<file path="src/rtl/crubits_pkg.sv">
// Shared constants, host FSM state type and CRU address decode helper for crubits_ctrl.
package crubits_pkg;

    // Upper nibble of a CRU address that selects this family of cards.
    localparam logic [3:0] CRU_PREFIX = 4'b0001;
    localparam int unsigned NUM_BITS  = 4;

    typedef enum logic [0:0] {
        IDLE = 1'b0,
        ACK  = 1'b1
    } host_state_e;

    // True when the synchronised address targets this card and one of its 4 bits
    // (bits 8..12 zero leaves only indices 0..3 via addr[13:14]).
    function automatic logic cru_addr_match(input logic [0:14] addr, input logic [0:3] base);
        return (addr[0:3] == CRU_PREFIX) && (addr[4:7] == base) && (addr[8:12] == 5'd0);
    endfunction

endpackage

</file>
<file path="src/rtl/crubits_ctrl_sync.sv">
// Brings the asynchronous TI CRU strobe, address and data into the clk domain.
// fe marks the clk cycle in which a falling strobe edge has been seen; addr/data are
// pipelined so they line up with the strobe flop used for the edge decision.
module cru_strobe_sync (
    input  logic        clk,
    input  logic        reset,
    input  logic        i_ti_cru_clk,
    input  logic [0:14] i_addr,
    input  logic        i_ti_cru_out,
    output logic        o_fe,
    output logic [0:14] o_addr_s,
    output logic        o_data_s
);

    logic        r_s1, r_s2, r_s3;
    logic [0:14] r_addr1, r_addr2;
    logic        r_data1, r_data2;

    // Strobe synchroniser plus 2-stage address/data pipeline; strobe resets high (idle level)
    // so reset release never looks like a falling edge.
    always_ff @(posedge clk) begin
        if (reset) begin
            r_s1    <= 1'b1;
            r_s2    <= 1'b1;
            r_s3    <= 1'b1;
            r_addr1 <= '0;
            r_addr2 <= '0;
            r_data1 <= 1'b0;
            r_data2 <= 1'b0;
        end else begin
            r_s1    <= i_ti_cru_clk;
            r_s2    <= r_s1;
            r_s3    <= r_s2;
            r_addr1 <= i_addr;
            r_addr2 <= r_addr1;
            r_data1 <= i_ti_cru_out;
            r_data2 <= r_data1;
        end
    end

    assign o_fe     = r_s3 & ~r_s2;
    assign o_addr_s = r_addr2;
    assign o_data_s = r_data2;

endmodule

</file>
<file path="src/rtl/crubits_ctrl.sv">
// CRU output bit register shared between TI CRU writes and a 4-phase host handshake,
// with one self-clearing pulse bit and a change-notification strobe.
module crubits_ctrl
    import crubits_pkg::*;
#(
    parameter int unsigned PULSE_BIT    = 1,
    parameter int unsigned PULSE_CYCLES = 1000,
    parameter int unsigned CNT_W        = 16
) (
    input  logic        clk,
    input  logic        reset,
    input  logic [0:3]  cru_base,
    input  logic        ti_cru_clk,
    input  logic [0:14] addr,
    input  logic        ti_cru_out,
    input  logic        pi_req,
    input  logic [1:0]  pi_bit,
    input  logic        pi_val,
    output logic        pi_ack,
    output logic [0:3]  bits,
    output logic        bits_changed
);

    localparam logic [1:0] PB       = 2'(PULSE_BIT);
    localparam logic       PULSE_EN = (PULSE_CYCLES != 0);

    logic [0:NUM_BITS-1] r_bits, w_bits_d;
    logic [CNT_W-1:0]    r_cnt, w_cnt_d;
    host_state_e         r_state, w_state_d;
    logic                r_ack, w_ack_d;
    logic                r_changed;

    logic        w_fe;
    logic [0:14] w_addr_s;
    logic        w_data_s;
    logic        w_ti_hit;
    logic        w_we;
    logic [1:0]  w_widx;
    logic        w_wval;

    cru_strobe_sync u_sync (
        .clk          (clk),
        .reset        (reset),
        .i_ti_cru_clk (ti_cru_clk),
        .i_addr       (addr),
        .i_ti_cru_out (ti_cru_out),
        .o_fe         (w_fe),
        .o_addr_s     (w_addr_s),
        .o_data_s     (w_data_s)
    );

    assign w_ti_hit = w_fe & cru_addr_match(w_addr_s, cru_base);

    // Next state: auto-clear first, then a single write (TI has priority over the host).
    always_comb begin
        w_bits_d  = r_bits;
        w_cnt_d   = r_cnt;
        w_state_d = r_state;
        w_ack_d   = r_ack;
        w_we      = 1'b0;
        w_widx    = '0;
        w_wval    = 1'b0;

        if (PULSE_EN && (r_cnt != '0)) begin
            w_cnt_d = r_cnt - CNT_W'(1);
            if (r_cnt == CNT_W'(1)) begin
                w_bits_d[PB] = 1'b0;
            end
        end

        if (w_ti_hit) begin
            w_we   = 1'b1;
            w_widx = w_addr_s[13:14];
            w_wval = w_data_s;
        end

        unique case (r_state)
            IDLE: begin
                // A TI hit in the same cycle defers the host write; pi_req is still high next cycle.
                if (pi_req && !w_ti_hit) begin
                    w_we      = 1'b1;
                    w_widx    = pi_bit;
                    w_wval    = pi_val;
                    w_ack_d   = 1'b1;
                    w_state_d = ACK;
                end
            end
            ACK: begin
                if (!pi_req) begin
                    w_ack_d   = 1'b0;
                    w_state_d = IDLE;
                end
            end
            default: begin
                w_ack_d   = 1'b0;
                w_state_d = IDLE;
            end
        endcase

        // A write overrides a same-cycle auto-clear and (re)starts or cancels the pulse.
        if (w_we) begin
            w_bits_d[w_widx] = w_wval;
            if (PULSE_EN && (w_widx == PB)) begin
                w_cnt_d = w_wval ? CNT_W'(PULSE_CYCLES) : '0;
            end
        end
    end

    // State registers; bits_changed flags any value change committed on this edge.
    always_ff @(posedge clk) begin
        if (reset) begin
            r_bits    <= '0;
            r_cnt     <= '0;
            r_state   <= IDLE;
            r_ack     <= 1'b0;
            r_changed <= 1'b0;
        end else begin
            r_bits    <= w_bits_d;
            r_cnt     <= w_cnt_d;
            r_state   <= w_state_d;
            r_ack     <= w_ack_d;
            r_changed <= (w_bits_d != r_bits);
        end
    end

    assign bits         = r_bits;
    assign pi_ack       = r_ack;
    assign bits_changed = r_changed;

endmodule

</file>
<file path="config.mk">
export PLATFORM = sky130hd
export DESIGN_NAME = crubits_ctrl
export DESIGN_NICKNAME = d
export VERILOG_FILES = /design/src/rtl/crubits_pkg.sv /design/src/rtl/crubits_ctrl_sync.sv /design/src/rtl/crubits_ctrl.sv
export SDC_FILE = /design/constraint.sdc
export NUM_CORES = 1
export LEC_CHECK = 0
export CAP_MARGIN = 30
export CELL_PAD_IN_SITES_DETAIL_PLACEMENT = 1
export CELL_PAD_IN_SITES_GLOBAL_PLACEMENT = 2
export CORE_ASPECT_RATIO = 0.75
export CORE_MARGIN = 4
export CORE_UTILIZATION = 33
export DETAILED_ROUTE_END_ITERATION = 10
export PLACE_DENSITY = 0.77
export REMOVE_ABC_BUFFERS = 1
export SYNTH_ARGS = -nofsm -noshare
export SYNTH_HDL_FRONTEND = slang
export SYNTH_SLANG_ARGS = --single-unit
</file>
<file path="constraint.sdc">
create_clock -name clk -period 2.75 [get_ports clk]
set_input_delay 0.4125 -clock clk [delete_from_list [all_inputs] [get_ports clk]]
set_output_delay 0.4125 -clock clk [all_outputs]
set_load 0.02 [all_outputs]
</file>
### Yosys cells after proc, flatten, opt, wreduce, memory -nomap -nowiden

Cells that the tools add are included.

| storage, ports and cells | value |
|---|---|
| bits in registers | 58 |
| input port bits | 27 |
| word-level logic and storage cells | 60 |

| operators by class | value |
|---|---|
| add/sub/neg operators | 1 |
| $lt $le $gt $ge | 2 |
| eq/ne operators | 7 |
| mux-type cells | 25 |
| bitwise gates (word level) | 5 |
| reductions and logical operators | 8 |

Operators with widths:

| cell | count |
|---|---|
| two-way mux 16 bit | 3 |
| == test 16 x 1 -> 1 bit, second input constant | 1 |
| nonzero test 16 bit | 1 |
| subtractor 16 x 1 -> 16 bit, second input constant | 1 |
| two-way mux 1 bit | 13 |
| two-way mux 10 bit | 1 |
| two-way mux 2 bit | 3 |
| zero test 5 bit | 1 |
| bitwise mux 4 bit | 1 |
| == test 4 x 1 -> 1 bit, second input constant | 1 |
| == test 4 bit | 1 |
| logical AND 1 bit | 4 |
| two-way mux 4 bit | 1 |
| inequality test 2 bit, second input constant | 2 |
| inequality test 4 bit | 1 |
| case mux 1 bit (2 select lines) | 2 |
| greater-or-equal comparator 3 bit, second input constant | 1 |
| < comparator 3 x 1 -> 1 bit, second input constant | 1 |
| NOT 2 -> 3 bit | 1 |
| AND 1 bit | 2 |
| demux 1 bit (select 2 bit) | 1 |
| == test 2 x 1 -> 1 bit, second input constant | 1 |
| NOT 1 bit | 2 |
| AND reduction 2 bit | 1 |
| zero test 1 bit | 1 |

### Logic depth before layout (Yosys ltp)

| depth | value |
|---|---|
| depth in word-level cells | 16 |
| gate-level depth with buffers | 7 |
| mapped depth without buffers | 7 |

### By module

Synthesis repeated with hierarchy kept, for this count alone.

| second synthesis, totals | value |
|---|---|
| cells, all modules | 224 |
| area, all modules | 2,217.1 µm² |

By module, submodules not included:

| module | instances | cells an instance | area each (µm²) | sequential area each (µm²) |
|---|---|---|---|---|
| crubits_ctrl | 1 | 150 | 1,268.7 | 460.4 |
| cru_strobe_sync | 1 | 74 | 948.4 | 700.7 |

### Worst setup path before layout

OpenSTA, ideal clock, no wires.

| path | value |
|---|---|
| kind | flip-flop to flip-flop |
| start point | reg r_cnt[10] |
| end point | reg r_cnt[4] |
| library setup time | 0.128 ns |
| data arrival time | 2.182 ns |
| slack | 0.440 ns |
| stages on the path, launching flop included | 8 |
| path through | dfxtp_1 or4_4 or4_4 or4b_4 buf_6 nand3_1 xor2_1 nor2_1 |

| on the way | value |
|---|---|
| word-level cells in the longest chain between the ends | 4 |

Ends and longest elaborated chain:

| what | RTL line | RTL |
|---|---|---|
| start, declared | crubits_ctrl.sv:28 | `logic [CNT_W-1:0] r_cnt, w_cnt_d;` |
| start signal, assigned | crubits_ctrl.sv:119 | `r_cnt <= w_cnt_d;` |
| nonzero test 16 bit * | crubits_ctrl.sv:64 | `if (PULSE_EN && (r_cnt != '0)) begin` |
| two-way mux 16 bit * | crubits_ctrl.sv:64 |  |
| two-way mux 16 bit | crubits_ctrl.sv:103 | `if (PULSE_EN && (w_widx == PB)) begin` |
| two-way mux 16 bit * | crubits_ctrl.sv:101 | `if (w_we) begin` |

Every way passes the cells marked *; elsewhere a longest branch is shown, timed or not.
A chain may end at the register's enable or synchronous reset.

### Worst setup path in the final report

| path | value |
|---|---|
| start point | reg r_cnt[10] |
| end point | reg r_cnt[5] |

Same word-level chain as after synthesis.

==> reports/qor.csv <==
stage,metric,value,unit
finish,multi_input_area,1100,µm²
logic_synthesis,yosysWarnings,0,
worst_setup_path,path_buf_inv,0,
worst_setup_path,crit_path_start_kind,flip-flop,
logic_synthesis,yosysTopAreaCell,dfxtp_1,
grt,grt_pass1_vias,1750,
die,fp.dieArea,8450,µm²
clock_tree,cts_tree,yes,
sta,finalCritPeriodShare,0.871,
clock_tree,post_cts_resized,0,
clock_tree,clk_pin_slew,70,ps
drt,route.vias.total,1710,
finish,layout_commonest_cell,dfxtp_1,
power,irDropWorstVdd,214,µV
clock_tree,insertion_delay,330,ps
finish,areaGrowthSynthToFinish,26.6,%
placement,gp_congestion,0.756,
clock_tree,h-tree-depth,3,
grt,overflow,0,
die,ios,33,
drt,postRouteAntennaNets,0,
die,start_util,0.340,
drt,routed_wl,4860,µm
placement,numPortBuffers,32,
sta,rsz0062_at_grt,no,
finish,fillers,802,
die,fp.dieH,80.6,µm
drt,avgRoutedWirePerCell,13.3,µm
worst_setup_path,worst_path_max_delay_cell,or4b_4,
worst_setup_path,r2r_end,r_cnt[5]$_SDFF_PP0_,
clock_tree,cts_sinks,58,
finish,mostFrequentLayoutCells,"58 x dfxtp_1, 34 x nor2b_1, 32 x clkdlybuf4s50_1",
logic_synthesis,syn_inst,237,
power,p_leak,1.09,nW
run_status,status,"complete, no violations",
placement,dp.final_hpwl,3470,µm
worst_setup_path,crit_family,simple AND/OR/NAND/NOR gates,
worst_hold_path,holdPathStages,1,
grt,antenna_found_initial,0,
drt,drc,0,
finish,seqCellArea,1160,µm²
worst_setup_path,cp_slowest_stage_delay,590,ps
worst_setup_path,required,2950,ps
drt,firstDrtPassIters,4,
grt,grt_pass1_wl,8390,µm
logic_synthesis,syn_avg_cell_area,9.79,µm²
logic_synthesis,synth_area,2320,µm²
worst_setup_path,r2r_cells,6,
worst_setup_path,cp_cell_sequence,or4_4 -> or4_4 -> or4b_4 -> nand2_1 -> xor2_1 -> o21ai_0,
logic_synthesis,synth-seq-cells,58,
worst_setup_path,end_kind,flip-flop,
finish,antenna_cells,0,
logic_synthesis,seq_area_frac_synth,0.501,
sta,post-route-min-period,2400,ps
worst_hold_path,holdCritStartpoint,u_sync.r_s1$_SDFF_PP1_,
sta,final_hold_viol_count,0,
sta,tightest_slew,582,ps
die,core_area,6830,µm²
worst_hold_path,hold_class,reg2reg,
drt,drtIter0Drc,46,
sta,final_max_slew_viol_count,0,
logic_synthesis,synth_cell_type_count,39,
clock_tree,cts_setup_buffers,0,
clock_tree,clock_path_buffers,2,
clock_tree,hold_buffers,0,
die,rows,26,
finish,instances_no_fill,366,
worst_setup_path,rrSetupSlack,350,ps
sta,finalSetupTns,0,ps
power,p_per_area,821,nW/µm²
placement,dp.cells,350,
worst_setup_path,r2r-start,r_cnt[10]$_SDFF_PP0_,
grt,grt_max_degree,43,
worst_setup_path,crit_top_cell,or4_4,
clock_tree,numCtsBuffers,9,
grt,track_usage,0.126,
sta,maxClockFrequency,0.418,GHz
worst_setup_path,crit_arrival,2600,ps
logic_synthesis,synthTopCellsByArea,"dfxtp_1 50%, nor2b_1 9.2%, xnor2_1 6.0%",
sta,finalSetupViolCount,0,
worst_hold_path,hold_end,u_sync.r_s2$_SDFF_PP1_,
sta,fin_skew,5.10,ps
worst_setup_path,crit_fanout,9,
sta,max_slew_margin,0.607,
finish,nets,307,
die,die_w,105,µm
run,max-cap-violations,0,
worst_setup_path,path_class,reg2reg,
logic_synthesis,yosysTopAreaCellShare,0.501,
clock_tree,cts_root_buf,clkbuf_8,
drt,via_per_inst,4.67,
finish,drive_gt1_frac,0.113,
-- logic make-up after synthesis --
| group | Yosys count | share of synthesized area |
|---|---|---|
| AO/OA/AOI/OAI | 28 | 0.0744 |
| flip-flops | 58 | 0.501 |
| XOR/XNOR | 23 | 0.0868 |
| multiplexers | 10 | 0.0442 |
| adder cells (fa/ha/maj) | 3 | 0.0162 |
| buffers and inverters | 14 | 0.0259 |
| AND/OR/NAND/NOR | 101 | 0.252 |
-- final cells by class --
cell class | instances | share of cell area
clock buffers | 10 | 0.0435
well taps | 84 | 0.0358
clock inverters | 6 | 0.0230
inverters | 7 | 0.00895
flip-flops and latches | 58 | 0.395
repair buffers | 36 | 0.119
multi-input cells | 165 | 0.374
-- registers in the layout, indices dropped and copies added, names as in the netlist --
register and count:
u_sync.r_s1 1, bits_changed 1, u_sync.r_s3 1, bits 4
u_sync.r_data1 1, u_sync.r_addr1 15, u_sync.r_s2 1, pi_ack 1
r_cnt 16, u_sync.o_addr_s 15, u_sync.o_data_s 1, r_state 1
-- worst register-to-register path, delay by kind of cell, from the launching register on --
family	cells	cell delay (ps)
simple gates	4	1710
xor+xnor	1	140
compound gates	1	80
flops	1	340
-- layer usage --
layer | vias up | wire [µm] | global-route usage
li1 | 871 | - | -
met1 | 796 | 2500 | 0.160
met2 | 32 | 2030 | 0.196
met3 | 11 | 240 | 0.0426
met4 | 0 | 95 | 0.0550
met5 | - | 0 | 0
-- cell usage after synthesis --
cell type	n
nor3_1	3
nand2_1	10
a211o_1	2
buf_6	1
ha_1	3
nand2_2	1
o2bb2ai_1	1
a21oi_1	5
nor3b_1	3
nand3b_1	1
nand2b_1	4
o41ai_1	1
or2_2	3
or4_4	2
clkbuf_1	6
nor2b_1	34
xor2_1	7
or4b_4	1
o21ai_0	12
mux2i_1	8
a211oi_1	3
dfxtp_1	58
inv_1	7
nor4_1	3
or4_1	2
o31a_1	1
xnor2_1	16
nor4b_1	1
nor2_1	21
or3b_2	1
nand3_1	3
nor2_2	1
nand3_2	2
a32oi_1	1
or3_1	1
a31oi_1	2
mux2_2	2
nand4_1	2
and2_1	2
-- power by group --
group / switching, W / internal [W] / total [W] / leakage (nW)
Clock: 0.000344 / 0.000419 / 0.000764 / 0.0925
Combinational: 0.000335 / 0.000307 / 0.000642 / 0.514
Sequential: 0.0000706 / 0.000934 / 0.00101 / 0.479
-- through the flow --
step / power [W] / util / worst slack [ps] / area, µm² / hold slack, ps
2_1_floorplan: 0.00149 / - / 475 / 2290 / 389
3_3_place_gp: 0.00165 / 0.401 / 305 / 2740 / 394
3_5_place_dp: 0.00166 / 0.401 / 309 / 2740 / 406
4_1_cts: 0.00244 / 0.430 / 350 / 2940 / 422
5_1_grt: 0.00258 / 0.430 / 233 / 2940 / 442
6_report: 0.00241 / 0.430 / 355 / 2940 / 415
-- how the worst max path moves through the flow --
stage,to,depth (start not counted),from
2_1_floorplan,r_cnt[4]$_SDFF_PP0_,6,r_cnt[10]$_SDFF_PP0_
3_3_place_gp,r_cnt[3]$_SDFF_PP0_,8,cru_base[1]
3_5_place_dp,r_cnt[8]$_SDFF_PP0_,8,cru_base[1]
4_1_cts,r_cnt[7]$_SDFF_PP0_,6,r_cnt[10]$_SDFF_PP0_
5_1_grt,r_cnt[7]$_SDFF_PP0_,6,r_cnt[10]$_SDFF_PP0_
6_report,r_cnt[5]$_SDFF_PP0_,6,r_cnt[10]$_SDFF_PP0_
(Power assumes the default switching activity.)
